### config.mk
export PLATFORM = sky130hd
export DESIGN_NAME = axi4_lite_regs
export DESIGN_NICKNAME = d
export VERILOG_FILES = /design/src/rtl/axi4_lite_regs.sv
export SDC_FILE = /design/constraint.sdc
export NUM_CORES = 1
export LEC_CHECK = 0
export ABC_AREA = 1
export CORE_AREA = 10 10 196 198
export CTS_CLUSTER_DIAMETER = 100
export DETAILED_ROUTE_END_ITERATION = 16
export DIE_AREA = 0 0 206 208
export GPL_TIMING_DRIVEN = 0
export PLACE_DENSITY = 0.79
export SETUP_SLACK_MARGIN = 0.3
export SYNTH_ARGS = -nofsm -noshare
export SYNTH_HDL_FRONTEND = slang
export SYNTH_SLANG_ARGS = --single-unit
### constraint.sdc
create_clock -name clk_i -period 2.3 [get_ports clk_i]
set_clock_uncertainty 0.1 [all_clocks]
set_input_delay 0.46 -clock clk_i [delete_from_list [all_inputs] [get_ports clk_i]]
set_output_delay 0.46 -clock clk_i [all_outputs]
set_load 0.03 [all_outputs]
### src/rtl/axi4_lite_regs.sv
// axi4_lite_regs
//   AXI4-Lite responder holding NUM_REGS read/write 32-bit control registers
//   plus one read-only STATUS word at word offset NUM_REGS. AW, W and AR are
//   accepted independently; at most one write and one read are in flight.
//
// Ports
//   clk_i, rst_ni        clock, synchronous active-low reset
//   cfg_aw*              write address channel (only addr[ADDR_W-1:2] decoded)
//   cfg_w*               write data channel with byte strobes
//   cfg_b*               write response (OKAY / SLVERR)
//   cfg_ar*              read address channel (only addr[ADDR_W-1:2] decoded)
//   cfg_r*               read data / response
//   status_i             value returned for reads of word offset NUM_REGS
//   regs_o               register contents, reg n at [32n+31:32n]
//   wr_pulse_o           bit n pulses the cycle after reg n is written
module axi4_lite_regs #(
    parameter int          NUM_REGS  = 8,
    parameter int          ADDR_W    = 8,
    parameter logic [31:0] RESET_VAL = 32'h0
) (
    input  logic                     clk_i,
    input  logic                     rst_ni,
    input  logic                     cfg_awvalid_i,
    input  logic [31:0]              cfg_awaddr_i,
    output logic                     cfg_awready_o,
    input  logic                     cfg_wvalid_i,
    input  logic [31:0]              cfg_wdata_i,
    input  logic [3:0]               cfg_wstrb_i,
    output logic                     cfg_wready_o,
    output logic                     cfg_bvalid_o,
    output logic [1:0]               cfg_bresp_o,
    input  logic                     cfg_bready_i,
    input  logic                     cfg_arvalid_i,
    input  logic [31:0]              cfg_araddr_i,
    output logic                     cfg_arready_o,
    output logic                     cfg_rvalid_o,
    output logic [31:0]              cfg_rdata_o,
    output logic [1:0]               cfg_rresp_o,
    input  logic                     cfg_rready_i,
    input  logic [31:0]              status_i,
    output logic [32*NUM_REGS-1:0]   regs_o,
    output logic [NUM_REGS-1:0]      wr_pulse_o
);

    localparam int                IDX_W      = ADDR_W - 2;
    localparam logic [IDX_W-1:0]  STATUS_IDX = IDX_W'(NUM_REGS);
    localparam logic [1:0]        RESP_OKAY  = 2'b00;
    localparam logic [1:0]        RESP_SLV   = 2'b10;

    logic                 aw_held_q;
    logic [IDX_W-1:0]     aw_idx_q;
    logic                 w_held_q;
    logic [31:0]          w_data_q;
    logic [3:0]           w_strb_q;
    logic [31:0]          regs_q [NUM_REGS];
    logic                 bvalid_q;
    logic [1:0]           bresp_q;
    logic                 rvalid_q;
    logic [31:0]          rdata_q;
    logic [1:0]           rresp_q;
    logic [NUM_REGS-1:0]  wr_pulse_q;

    logic                 aw_hs;
    logic                 w_hs;
    logic                 ar_hs;
    logic                 commit;
    logic [IDX_W-1:0]     wr_idx;
    logic [31:0]          wr_data;
    logic [3:0]           wr_strb;
    logic                 wr_ok;
    logic [NUM_REGS-1:0]  wr_sel;
    logic [IDX_W-1:0]     rd_idx;
    logic [31:0]          rd_data;
    logic [1:0]           rd_resp;

    // Address bits outside the decoded window alias; consumed here only.
    logic unused_addr_bits;
    assign unused_addr_bits = ^{cfg_awaddr_i[31:ADDR_W], cfg_awaddr_i[1:0],
                                cfg_araddr_i[31:ADDR_W], cfg_araddr_i[1:0]};

    // Ready depends only on flops, never on the incoming valid.
    assign cfg_awready_o = !aw_held_q && !bvalid_q;
    assign cfg_wready_o  = !w_held_q && !bvalid_q;
    assign cfg_arready_o = !rvalid_q;

    assign aw_hs = cfg_awvalid_i && cfg_awready_o;
    assign w_hs  = cfg_wvalid_i && cfg_wready_o;
    assign ar_hs = cfg_arvalid_i && cfg_arready_o;

    // A write commits once both halves are either held or arriving now.
    assign commit  = (aw_held_q || aw_hs) && (w_held_q || w_hs);
    assign wr_idx  = aw_held_q ? aw_idx_q : cfg_awaddr_i[ADDR_W-1:2];
    assign wr_data = w_held_q ? w_data_q : cfg_wdata_i;
    assign wr_strb = w_held_q ? w_strb_q : cfg_wstrb_i;
    assign wr_ok   = wr_idx < STATUS_IDX;
    assign rd_idx  = cfg_araddr_i[ADDR_W-1:2];

    function automatic logic [31:0] merge_bytes(input logic [31:0] old_val,
                                                input logic [31:0] new_val,
                                                input logic [3:0]  strb);
        logic [31:0] res;
        res = old_val;
        for (int b = 0; b < 4; b++) begin
            if (strb[b]) res[8*b +: 8] = new_val[8*b +: 8];
        end
        return res;
    endfunction

    always_comb begin
        wr_sel = '0;
        for (int n = 0; n < NUM_REGS; n++) begin
            wr_sel[n] = commit && (wr_idx == IDX_W'(n));
        end
    end

    // Read mux uses current register contents, so a same-cycle write commit
    // is not visible to the read.
    always_comb begin
        rd_data = '0;
        rd_resp = RESP_SLV;
        if (rd_idx == STATUS_IDX) begin
            rd_data = status_i;
            rd_resp = RESP_OKAY;
        end
        for (int n = 0; n < NUM_REGS; n++) begin
            if (rd_idx == IDX_W'(n)) begin
                rd_data = regs_q[n];
                rd_resp = RESP_OKAY;
            end
        end
    end

    always_ff @(posedge clk_i) begin
        if (!rst_ni) begin
            aw_held_q  <= 1'b0;
            aw_idx_q   <= '0;
            w_held_q   <= 1'b0;
            w_data_q   <= '0;
            w_strb_q   <= '0;
            bvalid_q   <= 1'b0;
            bresp_q    <= RESP_OKAY;
            rvalid_q   <= 1'b0;
            rdata_q    <= '0;
            rresp_q    <= RESP_OKAY;
            wr_pulse_q <= '0;
            for (int n = 0; n < NUM_REGS; n++) begin
                regs_q[n] <= RESET_VAL;
            end
        end else begin
            if (commit) begin
                aw_held_q <= 1'b0;
            end else if (aw_hs) begin
                aw_held_q <= 1'b1;
            end
            if (aw_hs) aw_idx_q <= cfg_awaddr_i[ADDR_W-1:2];

            if (commit) begin
                w_held_q <= 1'b0;
            end else if (w_hs) begin
                w_held_q <= 1'b1;
            end
            if (w_hs) begin
                w_data_q <= cfg_wdata_i;
                w_strb_q <= cfg_wstrb_i;
            end

            if (commit) begin
                bvalid_q <= 1'b1;
                bresp_q  <= wr_ok ? RESP_OKAY : RESP_SLV;
            end else if (bvalid_q && cfg_bready_i) begin
                bvalid_q <= 1'b0;
            end

            // An all-zero strobe still gets an OKAY but is not an update.
            wr_pulse_q <= wr_sel & {NUM_REGS{wr_strb != 4'h0}};
            for (int n = 0; n < NUM_REGS; n++) begin
                if (wr_sel[n]) regs_q[n] <= merge_bytes(regs_q[n], wr_data, wr_strb);
            end

            if (ar_hs) begin
                rvalid_q <= 1'b1;
                rdata_q  <= rd_data;
                rresp_q  <= rd_resp;
            end else if (rvalid_q && cfg_rready_i) begin
                rvalid_q <= 1'b0;
            end
        end
    end

    assign cfg_bvalid_o = bvalid_q;
    assign cfg_bresp_o  = bresp_q;
    assign cfg_rvalid_o = rvalid_q;
    assign cfg_rdata_o  = rdata_q;
    assign cfg_rresp_o  = rresp_q;
    assign wr_pulse_o   = wr_pulse_q;

    for (genvar g = 0; g < NUM_REGS; g++) begin : g_regs_out
        assign regs_o[32*g +: 32] = regs_q[g];
    end

endmodule

## Yosys cells after proc, flatten, opt, wreduce, memory -nomap -nowiden

Memory sizes are Yosys's and may differ from the RTL's.
Cells that the tools add are included.

- Multipliers: 0
- Magnitude comparators: 1
- Divide/modulo/power cells: 0
- Reduce and logical (&&, ||, !) cells: 28
- Muxes and demuxes: 155
- Shift operators: 0
- Equality and inequality tests: 15
- Bitwise logic cells: 10
- Add/sub/neg operators: 0

Operators by type and width:

| operator | number |
|---|---|
| $mux W8 | 96 |
| $mux W32 | 18 |
| $eq A6 B3 Y1 const B | 8 |
| $mux W1 | 29 |
| $eq A6 B2 Y1 const B | 4 |
| $mux W2 | 10 |
| $logic_and A1 B1 Y1 | 16 |
| $eq A6 B1 Y1 const B | 2 |
| $logic_not A6 Y1 | 2 |
| $and A8 B8 Y8 | 1 |
| $or A1 B1 Y1 | 8 |
| $eq A6 B4 Y1 const B | 1 |
| $lt A6 B4 Y1 const B | 1 |
| $mux W6 | 1 |
| $logic_not A1 Y1 | 4 |
| $mux W4 | 1 |
| $reduce_bool A2 Y1 | 2 |
| $reduce_bool A4 Y1 | 1 |
| $logic_or A1 B1 Y1 | 2 |
| $reduce_or A2 Y1 | 1 |
| $not A1 Y1 | 1 |

- Memory bits (writable): 256
- Input bits: 139
- Memory bits (read-only): 0
- Logic and storage cells: 221
- Output and inout bits: 305
- Memories: 1
- Register bits after elaboration: 90
- Latch bits: 0

Memories:

| name | depth | width | read ports | clocked after memory_dff | wr ports | RTL line | source |
|---|---|---|---|---|---|---|---|
| regs_q | 8 | 32 | 8 | 0 | 8 | 55 | `logic [31:0] regs_q [NUM_REGS];` |

## Depth between registers and ports, before layout

Gate-level depths: netlist of run 1.

- Depth after elaboration: 10
- Gate-level depth with buffers: 14

## Worst setup path before layout of run 1

Ideal clock, no wire load.

- Kind: flip-flop to flip-flop
- Start: register bvalid_q, in the netlist cfg_bvalid_o
- End: memory regs_q[3][4], in the netlist regs_q[0][100] (enable)
- Data required time: 1.830 ns
- Buffers on the path: 0
- Cell stages (with the launch flop): 14
- Arrival time: 2.149 ns
- Setup time: 0.370 ns
- Slack: -0.320 ns
- Cells stage by stage: dfxtp_1 -> nor2_2 -> nand2_2 -> inv_2 -> nor2_1 -> inv_2 -> nand2_2 -> inv_2 -> nand2_4 -> nor2_8 -> nand3_4 -> nand2_1 -> inv_1 -> nor2_1

RTL lines:

| what | RTL line | source |
|---|---|---|
| start, declared | 56 | `logic bvalid_q;` |
| start signal, assigned | 140 | `bvalid_q <= 1'b0;` |
| start signal, assigned | 168 | `bvalid_q <= 1'b1;` |
| start signal, assigned | 171 | `bvalid_q <= 1'b0;` |
| end, declared | 55 |  |

==> metrics, run 1 <==
Setup crit end kind=flop; Critical Path Fanout Max=8; post-layout min period=2.30 ns; max-cap viol count=0; Layout Utilization=67.8%; leakage power=11.1 nW; Comb power frac=20.0%; Worst-path clk slew=0.06 ns; worst-margin pin slew=1.04 ns; DR WL/cell=25.6 um; CTS Buf Count=38; Synth Area in XOR/XNOR=0%; sw power=0.00493 W; Yosys cell types=36; most frequent cell after synthesis=nor2_1; synthesized flop and latch total=344; mux cell area share after synthesis=2.18%; initial antenna violation count=3; remaining global-route overflow=0; top_reg_cell synth=edfxtp_1; CTS tree=built; # rows=68; Hold Crit Endpoint=aw_idx_q[5]$_SDFFE_PN0P_; Area Growth Syn to Fin=58.6%; clock power share=36.0%; dpl cell area=19400 sq um; fin area=23300 sq um; clock tree root buffer cell=clkbuf_16; Cells after Synth=1516; die area=42800 sq um; layout cells sized above 1=18.9%; Hold Path Class=input pin to flop; internal power=0.0119 W; final hold violations=0; pin count of the biggest net entering global routing=14; final WL=64400 um; Overall Global Routing Usage=27.1%; r2r worst-path depth=13; fmax=434 MHz; worst hold margin=0.230 ns; worst skew pair latency=0.53 ns; initial DRC count=1385; Clock Sinks=344; simple-gate area share of the yosys netlist=23.9%; outcome=finished, violations left; Max Root-Sink Buffers=3; Final ANT Viol Nets=0; Crit path largest cell delay=0.39 ns; reg-to-reg endpoint=regs_q[1][74]$_SDFFCE_PN0P_; Vias per Instance=5.59; Critical Path Source Type=flop; Max IR drop VDD=0.422 mV; synthesized area per cell=9.69 sq um; hold-fix buffers at CTS=0; largest family of logic cells by synthesized area=simple AND/OR/NAND/NOR gates; switching share of power=29.3%; Final HPWL DP=48700 um; crit-path leading delay family=simple AND/OR/NAND/NOR gates; I/O pin total=444; port buffer count=389; Worst R2R Setup Slack=-0.004 ns; CTS H-tree lvls=2; Reg power frac=44.0%; area share of the largest cell type after synthesis=52.3%; CP arrival=2.42 ns; pwr dens=723 nW/um^2; sequential cell area fraction in the yosys report=64.3%; DR pass1 iterations=8; Slew headroom=28.9%; Initial Util=42.7%; Synth Warn #=0; Synth Cell Area=14700 sq um; violations in the final reports=setup timing; Compound-Gate Fraction of Synth Area=5.39%; critical path type=flop to flop; area leader, netlist=edfxtp_1; Finish-stage setup viols=9; crit-path cells=nor2_4, nand2_4, inv_4, nor2_4, inv_2, nand2_2, inv_2, nand2_4, nor2_4, nand2_4, nand2_4, clkinvlp_4, nor2_4; crit share post-route=100%; core area=34400 sq um; Die Y=208 um; FFs w/ async S/R, synth=0%; worst setup margin=-0.00352 ns; reg2reg start=aw_held_q$_SDFFE_PP0P_; Crit path required time=2.41 ns; first-pass GRT wire length=86900 um; min-delay src=cfg_awaddr_i[7]; synth cell count leaders=nor2_1, nand2_1, edfxtp_1, o21ai_0, dfxtp_1; DRC viols=0; DIE WIDTH=206 um; CP bufs+invs=4; final slew viol count=0; post-synthesis adder-cell area fraction=0%; Area contributors post-synth=edfxtp_1, dfxtp_1, nor2_1; Final GP Congestion=0.984; Total Nets Final=2167; EDFF count, synth=256; Worst Hold Depth=3; via count=14062; vias in the first global route=13378; Slowest-stage cell, CP=dfxtp_4; RSZ-0062 raised after global routing=true
through the flow:
step	std cells	total power, W	setup slack [ns]	setup TNS [ns]
final	2515	0.0168	-0.00352	-0.0218
after global routing	2515	0.0172	-0.0970	-4.95
after CTS	2485	0.0165	0.0332	0
after detailed placement	2362	0.0103	-1.03	-247.50
after global placement	2361	0.0103	-1.01	-234.69
after floorplan	1517	0.00897	0.105	0
timing repair:
item | 4_1_cts | 5_1_grt
resized for setup | 156 | 427
pin swaps | 41 | 29
setup endpoints to repair | 852 | 882
gates cloned | 0 | 7
setup buffers | 54 | 21
how the worst max path moves through the flow:
| stage | startpoint | slack [ns] | cells after the start | endpoint |
|---|---|---|---|---|
| 2_1_floorplan | cfg_bvalid_o$_SDFFE_PN0P_ | 0.10 | 11 | regs_q[0][100]$_SDFFCE_PN0P_ |
| 3_3_place_gp | cfg_araddr_i[2] | -1.01 | 13 | cfg_rdata_o[15]$_SDFFE_PN0P_ |
| 3_5_place_dp | cfg_araddr_i[2] | -1.03 | 13 | cfg_rdata_o[15]$_SDFFE_PN0P_ |
| 4_1_cts | regs_q[0][75]$_SDFFCE_PN0P_ | 0.03 | 1 | regs_o[75] |
| 5_1_grt | w_held_q$_SDFFE_PP0P_ | -0.1 | 5 | regs_q[1][17]$_SDFFCE_PN0P_ |
| 6_report | aw_held_q$_SDFFE_PP0P_ | -0.004 | 13 | regs_q[1][74]$_SDFFCE_PN0P_ |
area by class of cell:
cell class              count  area, sq um
flip-flops and latches    344         9460
fillers                  2429        11100
repair buffers            471         5350
plain buffers              78          607
diodes                      3         7.51
clock inverters            14          144
clock buffers              55         1070
inverters                  69          317
multi-input cells        1026         5780
well taps                 455          569
flip-flops by register name, summed over array words and instances (netlist names):
register	flops
cfg_rdata_o	32
aw_idx_q	6
regs_q	256
cfg_bvalid_o	1
cfg_rvalid_o	1
w_strb_q	4
cfg_bresp_o	1
cfg_rresp_o	1
w_data_q	32
wr_pulse_o	8
aw_held_q	1
w_held_q	1
power groups by stage:
stage / combinational, W / sequential (W) / clock, W
after floorplan: 0.000899 / 0.00808 / 0
after global placement: 0.00277 / 0.00748 / 0
after detailed placement: 0.00282 / 0.00750 / 0
after CTS: 0.00306 / 0.00738 / 0.00603
after global routing: 0.00350 / 0.00745 / 0.00628
final: 0.00337 / 0.00741 / 0.00606
cells by family after synthesis:
family / Yosys count
compound gates: 146
buf+inv: 148
flops: 344
mux: 32
other cells: 1
simple gates: 845
worst register-to-register path: cells and delay by family, from the launching register on:
family	cells	cell delay [ns]
buffers and inverters	4	0.44
DFF	1	0.39
and+or+nand+nor	9	1.05
layout by cell type (no fill, tap or decap), types with 6 or more instances in the layout:
master,instances
dfxtp_1,85
nor2_2,18
inv_2,10
inv_1,46
a21oi_1,17
nand3_1,36
nor2_4,67
clkdlybuf4s50_1,169
inv_4,6
clkbuf_4,6
buf_12,15
o21ai_0,87
buf_2,8
clkbuf_1,34
o21ai_1,9
nand2_4,12
dlymetal6s2s_1,211
nor2_1,365
edfxtp_1,256
nand4_1,58
buf_8,10
buf_6,28
mux2i_4,19
clkbuf_2,9
mux2i_1,9
o22ai_2,11
clkinv_2,6
buf_4,58
o22ai_1,6
clkbuf_16,44
dlygate4sd2_1,7
nand2_1,255
metal layers:
metal / up-vias / track usage [%] / part of all wire (%)
li1: 6147 / - / -
met1: 6716 / 31.4 / 35
met2: 985 / 46.1 / 48
met3: 214 / 7.04 / 10
met4: 0 / 12.2 / 6.3
met5: - / 0 / 0
(Power assumes the default switching activity.)
==> inputs of run 2 (changes only) <==
==> config.mk (replaced) <==
export PLATFORM = sky130hd
export DESIGN_NAME = axi4_lite_regs
export DESIGN_NICKNAME = d
export VERILOG_FILES = /design/src/rtl/axi4_lite_regs.sv
export SDC_FILE = /design/constraint.sdc
export NUM_CORES = 1
export LEC_CHECK = 0
export ABC_AREA = 0
export CORE_AREA = 10 10 200 202
export CTS_CLUSTER_DIAMETER = 100
export DETAILED_ROUTE_END_ITERATION = 16
export DIE_AREA = 0 0 210 212
export GPL_TIMING_DRIVEN = 0
export PLACE_DENSITY = 0.78
export SETUP_SLACK_MARGIN = 0.3
export SLEW_MARGIN = 0
export SYNTH_ARGS = -nofsm -noshare
export SYNTH_HDL_FRONTEND = slang
export SYNTH_SLANG_ARGS = --single-unit
==> metrics, run 2 <==
clock power share=33.9% (-2.1 points); Critical Path Fanout Max=8 (unchanged); diodes inserted=0 (-3); via count=14638 (+4.1%); worst-margin pin slew=1.46 ns (+0.422 ns); CTS Buf Count=37 (-2.6%); DRC viols=0 (unchanged); EDFF count, synth=256 (unchanged); leakage power=12.4 nW (+12%); RSZ-0062 raised after global routing=true; Setup crit end kind=flop; Yosys cell types=62 (+72%); Worst-path clk slew=0.07 ns (about the same); final hold violations=0 (unchanged); Slowest-stage cell, CP=dfxtp_2; Max Root-Sink Buffers=3 (unchanged); Hold Path Class=input pin to flop; crit-path cells=buf_12, o22ai_4, a21oi_4, buf_6, nor2b_4, nand4_1, buf_6, buf_6, a21oi_4, buf_12; Reg power frac=43.7% (-0.3 points); core area=36100 sq um (+5.0%); layout cells sized above 1=27.7% (+8.8 points); most frequent cells in the layout=dlymetal6s2s_1, edfxtp_1, nor2_1; commonest non-fill, non-tap cell in the layout=dlymetal6s2s_1; synth cell count leaders=edfxtp_1, nor2_1, nand2_1, a21oi_1, dfxtp_1; Overall Global Routing Usage=30.4% (+3.3 points); worst slack, placed=-1.34 ns (-0.313 ns); Max IR drop VDD=0.520 mV (+23%); remaining global-route overflow=0 (unchanged); vias in the first global route=14198 (+6.1%); Clock Sinks=344 (unchanged); DIE WIDTH=210 um (+1.9%); Total Nets Final=2069 (-4.5%); initial antenna violation count=0 (-3); CTS H-tree lvls=2 (unchanged); Area Growth Syn to Fin=70.2%; clock tree root buffer cell=clkbuf_16; pin count of the biggest net entering global routing=14 (unchanged); CP arrival=2.39 ns (-0.03 ns); internal power=0.0118 W (-1.3%); sequential cell area fraction in the yosys report=62.1% (-2.2 points); synthesized area per cell=11.1 sq um (+14%); port buffer count=388 (-0.26%); Final HPWL DP=53300 um (+9.6%); pwr dens=650 nW/um^2 (-10%); Cells after Synth=1374 (-9.4%); Slew headroom=2.76% (-26 points); fmax=444 MHz (+2.3%); Area contributors post-synth=edfxtp_1, dfxtp_1, nor2_1; Vias per Instance=6.04 (+8.0%); crit share post-route=97.9% (-2.3 points); final WL=75100 um (+17%); top_reg_cell synth=edfxtp_1; synthesized flop and latch total=344 (unchanged); area leader, netlist=edfxtp_1; dpl cell area=19900 sq um (+2.7%); outcome=completed; DR pass1 iterations=5 (-3); Critical Path Source Type=flop; Initial Util=42.2% (-0.59 points); area share of the largest cell type after synthesis=50.5% (-1.8 points); hold-fix buffers at CTS=0 (unchanged); switching share of power=30.1% (+0.84 points); max-cap viol count=0 (unchanged); worst skew pair latency=0.53 ns (about the same); CTS tree=built; register bank with the most flops=regs_q; final slew viol count=0 (unchanged); Synth Warn #=0 (unchanged); Sum Neg Setup Slack=0 ns (+0.0218 ns); Crit path required time=2.44 ns (+0.03 ns); first-pass GRT wire length=100000 um (+15%); sw power=0.00507 W (+2.8%); cell mode on critical path=buf_6; Crit path largest cell delay=0.34 ns (-0.05 ns); post-layout min period=2.25 ns (-0.0521 ns); FFs w/ async S/R, synth=0% (unchanged); die area=44500 sq um (+3.9%); Die Y=212 um (+1.9%); worst setup margin=0.0486 ns (+0.0521 ns); Synth Cell Area=15200 sq um (+3.5%); DR WL/cell=31.0 um (+21%); Comb power frac=22.4% (+2.4 points); Final GP Congestion=0.948 (-3.7%); initial DRC count=1853 (+34%); most frequent cell after synthesis=edfxtp_1; Finish-stage setup viols=0 (-9); fin area=25900 sq um (+11%); Largest register FFs=256 (unchanged); worst hold margin=0.321 ns (+0.0912 ns); # rows=70 (+2.9%); Final ANT Viol Nets=0 (unchanged); I/O pin total=444 (unchanged); critical path type=flop to flop
run 2: changes by cell type after synthesis, sizes merged, moves of 17 or more:
cell / change
a21oi: +68
inv: -63
o21a: +17
a22oi: +22
a221oi: +29
nor2: -228
nand4: -56
nand3: -19
mux2: +25
nor2b: +53
clkbuf: +37
nand2: -146
mux2i: +24
a21boi: +36
run 2: cell families after synthesis:
logic type,share of synthesized area (%)
simple gates,14.0
compound gates,15.0
flops,62.1
buf+inv,3.35
mux,5.53
other cells,0.0246
run 2: through the flow:
| step | std cells | power [W] | util [%] |
|---|---|---|---|
| floorplan | 1375 | 0.00885 | - |
| global placement | 2231 | 0.0102 | 55.2 |
| detailed placement | 2231 | 0.0103 | 55.2 |
| CTS | 2387 | 0.0164 | 65.9 |
| global route | 2425 | 0.0172 | 71.8 |
| finish | 2425 | 0.0168 | 71.8 |
run 2: power groups by stage:
stage,clock [W],sequential (W),combinational [W]
2_1_floorplan,0,0.00795,0.000903
6_report,0.00571,0.00735,0.00378
3_5_place_dp,0,0.00744,0.00282
5_1_grt,0.00596,0.00737,0.00387
4_1_cts,0.00563,0.00734,0.00344
3_3_place_gp,0,0.00743,0.00279
run 2: metal layers:
layer | GRT usage [%] | part of all wire [%] | vias up
met5 | 0 | 0 | -
met4 | 12.7 | 5.2 | 0
met3 | 8.01 | 11 | 218
met2 | 50.1 | 47 | 1026
met1 | 37.2 | 36 | 7233
li1 | - | - | 6161
run 2: worst paths after layout:
check                                  from                           to  slack, ns  cells past startpoint
setup reg to reg     aw_held_q$_SDFFE_PP0P_  regs_q[0][82]$_SDFFCE_PN0P_       0.05                     10
hold / removal              cfg_awaddr_i[7]     aw_idx_q[5]$_SDFFE_PN0P_       0.32                      3
hold reg to reg   w_data_q[23]$_SDFFE_PN0P_    w_data_q[23]$_SDFFE_PN0P_       0.38                      2
setup / recovery     aw_held_q$_SDFFE_PP0P_  regs_q[0][82]$_SDFFCE_PN0P_       0.05                     10
run 2: worst max-delay path, delay by kind of cell, from the launching register on:
kind                   cells  cell delay, ns
buffers and inverters      5            0.77
AO/OA/AOI/OAI              3            0.46
AND/OR/NAND/NOR            2            0.26
flip-flops                 1            0.34
run 2: cell type report:
class / instances / area, sq um
clock buffers: 51 / 1040
multi-input cells: 918 / 7180
well taps: 468 / 586
plain buffers: 111 / 978
flip-flops and latches: 344 / 9450
inverters: 5 / 18.8
clock inverters: 15 / 78.8
repair buffers: 513 / 6560
fillers: 2341 / 10200
run 2: repair_timing:
action                                  4_1_cts  5_1_grt
setup buffers                                83       33
pin swaps                                    79       70
resized for setup                           373      546
endpoints found under the setup margin      856      848
gates cloned                                  7        5
==> inputs of run 3 (changes only) <==
--- a/config.mk
+++ b/config.mk
@@ -13,7 +13,6 @@
 export GPL_TIMING_DRIVEN = 0
 export PLACE_DENSITY = 0.78
 export SETUP_SLACK_MARGIN = 0.3
-export SLEW_MARGIN = 0
 export SYNTH_ARGS = -nofsm -noshare
 export SYNTH_HDL_FRONTEND = slang
 export SYNTH_SLANG_ARGS = --single-unit
==> results of run 3 <==
No change in the layout: final DEF, timing and power equal those of run 2.
